**src/rtl/pad_gpio_pkg.sv**
```systemverilog
// ============================================================================
// Module      : pad_gpio_pkg
// Description : Shared types and default constants for the GPIO pad
//               front-end (interrupt edge-type encoding, default widths).
// Revision    : 1.0 - initial release
// ============================================================================
`default_nettype none

package pad_gpio_pkg;

    // Per-pad interrupt edge selection, two bits per pad on irq_type_i.
    typedef enum logic [1:0] {
        IRQ_NONE = 2'b00,
        IRQ_RISE = 2'b01,
        IRQ_FALL = 2'b10,
        IRQ_BOTH = 2'b11
    } irq_type_e;

    localparam int c_num_pads_dflt   = 32;
    localparam int c_debounce_w_dflt = 8;

endpackage : pad_gpio_pkg

`default_nettype wire

```
**src/rtl/pad_gpio_filter.sv**
```systemverilog
// ============================================================================
// Module      : pad_gpio_filter
// Description : One pad's input conditioning: two-flop synchronizer,
//               optional debounce filter, edge detector and sticky
//               interrupt status bit.
// Macro       : GPIO_DEBOUNCE_EN - when defined the counter-based glitch
//               filter is built and debounce_thr_i exists; otherwise the
//               filtered level simply follows the synchronizer output.
// Ports       : clk_i, rst_i     clock / sync active-high reset
//               pad_in_i         raw asynchronous pad level
//               debounce_thr_i   filter threshold (filter builds only)
//               irq_type_i       edge selection (irq_type_e encoding)
//               irq_clr_i        single-cycle clear of the status bit
//               level_o          filtered, synchronized pad level
//               status_o         sticky edge status
// Revision    : 1.0 - initial release
// ============================================================================
`default_nettype none

module pad_gpio_filter
    import pad_gpio_pkg::*;
#(
    parameter int DebounceW = c_debounce_w_dflt
) (
    input  logic                 clk_i,
    input  logic                 rst_i,
    input  logic                 pad_in_i,
`ifdef GPIO_DEBOUNCE_EN
    input  logic [DebounceW-1:0] debounce_thr_i,
`endif
    input  logic [1:0]           irq_type_i,
    input  logic                 irq_clr_i,
    output logic                 level_o,
    output logic                 status_o
);

    logic      r_sync1;
    logic      r_sync2;
    logic      r_stable;
    logic      r_stable_d;
    logic      r_status;
    irq_type_e w_type;
    logic      w_rise;
    logic      w_fall;
    logic      w_event;

    // Two-flop synchronizer for the asynchronous pad level.
    always_ff @(posedge clk_i) begin
        if (rst_i) begin
            r_sync1 <= 1'b0;
            r_sync2 <= 1'b0;
        end else begin
            r_sync1 <= pad_in_i;
            r_sync2 <= r_sync1;
        end
    end

`ifdef GPIO_DEBOUNCE_EN
    logic [DebounceW-1:0] r_cnt;

    // The new level is accepted only after the synchronized input has
    // disagreed with the accepted level for thr+1 consecutive cycles.
    // Any agreement in between restarts the count, so cnt never exceeds
    // the threshold and cannot wrap.
    always_ff @(posedge clk_i) begin
        if (rst_i) begin
            r_stable <= 1'b0;
            r_cnt    <= '0;
        end else if (r_sync2 == r_stable) begin
            r_cnt    <= '0;
        end else if (r_cnt >= debounce_thr_i) begin
            r_stable <= r_sync2;
            r_cnt    <= '0;
        end else begin
            r_cnt    <= r_cnt + 1'b1;
        end
    end
`else
    always_ff @(posedge clk_i) begin
        if (rst_i) begin
            r_stable <= 1'b0;
        end else begin
            r_stable <= r_sync2;
        end
    end
`endif

    always_ff @(posedge clk_i) begin
        if (rst_i) begin
            r_stable_d <= 1'b0;
        end else begin
            r_stable_d <= r_stable;
        end
    end

    assign w_type  = irq_type_e'(irq_type_i);
    assign w_rise  = r_stable & ~r_stable_d;
    assign w_fall  = ~r_stable & r_stable_d;
    assign w_event = (w_rise && (w_type == IRQ_RISE || w_type == IRQ_BOTH)) ||
                     (w_fall && (w_type == IRQ_FALL || w_type == IRQ_BOTH));

    // Set has priority over clear so an event coinciding with a software
    // clear is never lost.
    always_ff @(posedge clk_i) begin
        if (rst_i) begin
            r_status <= 1'b0;
        end else if (w_event) begin
            r_status <= 1'b1;
        end else if (irq_clr_i) begin
            r_status <= 1'b0;
        end
    end

    assign level_o  = r_stable;
    assign status_o = r_status;

endmodule : pad_gpio_filter

`default_nettype wire

```
**src/rtl/pad_gpio_frontend.sv**
```systemverilog
// ============================================================================
// Module      : pad_gpio_frontend
// Description : GPIO front-end between the core GPIO registers and the pad
//               IOBUF cells. Registers the output/enable path, and per pad
//               instantiates an input filter with edge-interrupt status.
// Macro       : GPIO_DEBOUNCE_EN - enables the per-pad debounce counters;
//               when undefined debounce_thr_i is ignored.
// Ports       : clk_i, rst_i     clock / sync active-high reset
//               gpio_out_i       data to drive on each pad
//               gpio_dir_i       1 = pad is output
//               pad_out_o        to pad I
//               pad_oen_o        to pad OEN (1 = tristate)
//               pad_in_i         from pad O (asynchronous)
//               gpio_in_o        filtered, synchronized pad level
//               debounce_thr_i   shared filter threshold
//               irq_type_i       2 bits per pad edge selection
//               irq_clr_i        per-pad status clear
//               irq_status_o     sticky edge status
//               irq_o            OR of all status bits
// Revision    : 1.0 - initial release
// ============================================================================
`default_nettype none

module pad_gpio_frontend
    import pad_gpio_pkg::*;
#(
    parameter int NumPads   = c_num_pads_dflt,
    parameter int DebounceW = c_debounce_w_dflt
) (
    input  logic                   clk_i,
    input  logic                   rst_i,
    input  logic [NumPads-1:0]     gpio_out_i,
    input  logic [NumPads-1:0]     gpio_dir_i,
    output logic [NumPads-1:0]     pad_out_o,
    output logic [NumPads-1:0]     pad_oen_o,
    input  logic [NumPads-1:0]     pad_in_i,
    output logic [NumPads-1:0]     gpio_in_o,
    input  logic [DebounceW-1:0]   debounce_thr_i,
    input  logic [2*NumPads-1:0]   irq_type_i,
    input  logic [NumPads-1:0]     irq_clr_i,
    output logic [NumPads-1:0]     irq_status_o,
    output logic                   irq_o
);

    logic [NumPads-1:0] r_pad_out;
    logic [NumPads-1:0] r_pad_oen;
    logic [NumPads-1:0] w_level;
    logic [NumPads-1:0] w_status;

    // Output path is a plain register stage; reset leaves every pad tristated.
    always_ff @(posedge clk_i) begin
        if (rst_i) begin
            r_pad_out <= '0;
            r_pad_oen <= '1;
        end else begin
            r_pad_out <= gpio_out_i;
            r_pad_oen <= ~gpio_dir_i;
        end
    end

    // Input sampling runs regardless of direction so output loopback is
    // visible on gpio_in_o.
    for (genvar k = 0; k < NumPads; k++) begin : g_pad
        pad_gpio_filter #(
            .DebounceW      (DebounceW)
        ) u_filter (
            .clk_i          (clk_i),
            .rst_i          (rst_i),
            .pad_in_i       (pad_in_i[k]),
`ifdef GPIO_DEBOUNCE_EN
            .debounce_thr_i (debounce_thr_i),
`endif
            .irq_type_i     (irq_type_i[2*k +: 2]),
            .irq_clr_i      (irq_clr_i[k]),
            .level_o        (w_level[k]),
            .status_o       (w_status[k])
        );
    end : g_pad

`ifndef GPIO_DEBOUNCE_EN
    // Threshold has no consumer without the filter.
    logic w_unused_thr;
    assign w_unused_thr = ^debounce_thr_i;
`endif

    assign pad_out_o    = r_pad_out;
    assign pad_oen_o    = r_pad_oen;
    assign gpio_in_o    = w_level;
    assign irq_status_o = w_status;
    assign irq_o        = |w_status;

endmodule : pad_gpio_frontend

`default_nettype wire

```
**config.mk**
```make
export PLATFORM = sky130hd
export DESIGN_NAME = pad_gpio_frontend
export DESIGN_NICKNAME = d
export VERILOG_FILES = /design/src/rtl/pad_gpio_pkg.sv /design/src/rtl/pad_gpio_filter.sv /design/src/rtl/pad_gpio_frontend.sv
export SDC_FILE = /design/constraint.sdc
export NUM_CORES = 1
export LEC_CHECK = 0
export ABC_CLOCK_PERIOD_IN_PS = 2700
export BUFFER_PORTS_ARGS = -buffer_cell sky130_fd_sc_hd__buf_4
export CORE_AREA = 2 2 130 132
export CTS_BUF_LIST = sky130_fd_sc_hd__clkbuf_2
export CTS_CLUSTER_DIAMETER = 100
export DETAILED_ROUTE_END_ITERATION = 16
export DIE_AREA = 0 0 132 134
export PLACE_DENSITY_LB_ADDON = 0.2
export SYNTH_ARGS = -nofsm -noshare
export SYNTH_HDL_FRONTEND = slang
export SYNTH_SLANG_ARGS = --single-unit
```
**constraint.sdc**
```tcl
create_clock -name clk_i -period 2.7 [get_ports clk_i]
set_input_delay 0.81 -clock clk_i [delete_from_list [all_inputs] [get_ports clk_i]]
set_output_delay 0.81 -clock clk_i [all_outputs]
set_load 0.1 [all_outputs]
```
==> results.txt <==
Final worst path period share: 105%
Synthesized flop and latch total: 224
Nets: 1141
Die Y: 134 µm
Req. time, crit path: 1.89 ns
Net Sw Frac: 30.0%
TritonCTS clock tree: yes
Hold Vio Cnt, Final: 0
Final setup fails: 1
Die width: 132 µm
Share of cells above drive strength 1: 43.8%
Clk pin slew, worst setup/hold paths: 0.11 ns
Max Transition Viols Final: 0
Type of origin of the critical path: register
Slowest CP cell: dfxtp_2
Clk pwr share: 31.8%
Critical path type: reg -> out
Commonest cells after routing, fill and taps aside: 323 x buf_4, 218 x dfxtp_1, 160 x nor2b_1
Peak Freq: 0.351 GHz
Syn Area/Cell: 11.4 µm²
Combinational cell fraction of total power: 16.5%
Family with the most delay on the worst path: simple AND/OR/NAND/NOR gates
Synth-to-layout area growth: 36.1%
Worst Max-Slew Pin Slew: 0.423 ns
VDD IR max: 0.000382 V
Sequential cell area fraction in the yosys report: 61.1%
Skew-Pair Late Insertion Delay: 0.76 ns
DRC viols: 0
Syn Std Cell Area: 7340 µm²
Io pins: 331
Num CTS Buffers: 55
Via density: 4.35
CP max FO: 2
Fill cells: 1425
Crit-path cells: nor4_2 -> buf_4 -> nand4_1 -> or2_4 -> buf_12
Overflow after GRT: 0
Buf/Inv on CP: 2
Rows: 47
DP Wirelength: 11600 µm
Pwr dens: 673 nW/µm²
Crit path time final: 2.85 ns
Port bufs: 322
Number of global-route vias before repair: 5259
Synth top area share: 61.1%
Total routed wirelength: 16200 µm
Largest cells by area after synthesis: dfxtp_1 61%, nor2b_1 14%, buf_4 6.5%
CTS Hold Buffers Added: 0
DR vias: 5211
NetSw: 2010 µW
DR iter-0 viols: 133
H-tree Lvls: 2
Mapped Cells: 644
GP Congestion: 0.765
Cell internal pwr: 4710 µW
Worst hold path type: in -> reg
Initial antenna violation count: 1
Synth area leader: dfxtp_1
Worst Setup End Kind: output pin
Commonest non-fill, non-tap cell in the layout: buf_4
Total Routing Usage GR: 17.6%
Worst setup path startpoint: g_pad[0].u_filter.status_o$_SDFFE_PP0P_
Final worst slack: -0.146 ns
Core box area: 16300 µm²
TritonRoute pass-1 iters: 4
Final ANT Viol Nets: 0
Clock buffer depth: 3
Crit path arrival time: 2.04 ns
Failing checks: setup timing
Rel. slew slack: 71.8%
Largest net degree at the start of global routing: 93
Die ar.: 17700 µm²
Clk sinks: 224
Start of the worst register-to-register path: g_pad[12].u_filter.status_o$_SDFFE_PP0P_
RSZ-0062 raised after global routing: true
Leakage: 0.00446 µW
Post-layout util: 61.3%
HP Start: gpio_dir_i[25]
Wire per inst: 13.5 µm
Starting Density: 45.1%
Outcome: complete, but fails checks
Power, Total: 6720 µW
Max stage delay on crit path: 0.34 ns
Max Cap Violations: 0
Net Count, Synth: 846
Sequential share of power: 51.7%
Global-route wire length before repair: 25000 µm
Clock Skews: 0.0301 ns
Cell variety after synth: 14
Yosys Warn Count: 0
Root Driver: clkbuf_2
final cells by class:
cell class | count | area [µm²] | share of cell area [%]
tap | 220 | 275 | 2.76
timing repair buffer | 327 | 2500 | 25.0
multi-input combinational | 331 | 2240 | 22.4
antenna | 1 | 2.50 | 0.0250
sequential | 224 | 4490 | 45.0
clock buffer | 82 | 410 | 4.11
clock inverter | 13 | 78.8 | 0.789
layer usage:
metal	vias to the layer above	share of wire, %	GRT usage, %	routed length [µm]
li1	2637	-	-	-
met1	2318	39	18.8	6320
met2	223	49	30.0	7900
met3	33	9.8	7.71	1580
met4	0	2.3	8.51	374
met5	-	0	0	0
state kept, by name, indices dropped and copies added (netlist names):
signal,count
g_pad.u_filter.level_o,32
g_pad.u_filter.r_stable_d,32
g_pad.u_filter.r_sync1,32
g_pad.u_filter.r_sync2,32
g_pad.u_filter.status_o,32
pad_oen_o,32
pad_out_o,32
metrics by stage:
stage	cells	hold slack (ns)	cell area, µm²	setup TNS, ns	setup WS [ns]
finish	1198	0.203	9990	-0.146	-0.146
global route	1198	0.0807	9990	-0.310	-0.310
CTS	1197	0.0847	9960	-0.278	-0.278
detailed placement	1100	0.420	9390	0	0.427
global placement	1100	0.415	9390	0	0.437
floorplan	644	0.414	7340	0	0.656
worst reg2reg max path, delay by kind of cell (launching register included):
kind               cells  cell delay, ns
AOI/OAI and AO/OA      1            0.15
DFF                    1            0.42
and+or+nand+nor        1            0.25
cells in the mapped netlist, drive strengths merged:
cell type	instances
nand4	2
nand2b	61
dfxtp	224
nor2b	160
or2	1
nand3b	64
or2b	3
a31oi	32
nor4	8
buf	88
clkbuf	1
power groups by stage:
stage,clock network [µW],logic (µW),registers (µW)
global route,2440,1160,3490
detailed placement,0,1100,3550
global placement,0,1090,3550
CTS,2250,1110,3480
floorplan,0,406,3910
finish,2140,1110,3480
cells by family after synthesis:
family | after synthesis | synth area share, %
simple gates | 299 | 26.7
compound gates | 32 | 2.73
buf+inv | 89 | 9.51
flops | 224 | 61.1
what timing repair did:
item | 4_1_cts | 5_1_grt
setup endpoints to repair | 1 | 1
buffers inserted | 2 | 0
pin swaps | 6 | 3
gates cloned | 0 | 0
gates resized for setup | 14 | 6
path summary, 6_finish.rpt:
path                                                    to  slack [ns]  cells past startpoint
setup / recovery                                     irq_o       -0.15                      5
hold / removal                    pad_oen_o[25]$_SDFF_PP1_        0.20                      2
setup reg to reg  g_pad[12].u_filter.status_o$_SDFFE_PP0P_        1.81                      2
hold reg to reg       g_pad[0].u_filter.level_o$_SDFF_PP0_        0.42                      1
(Power assumes the default switching activity.)
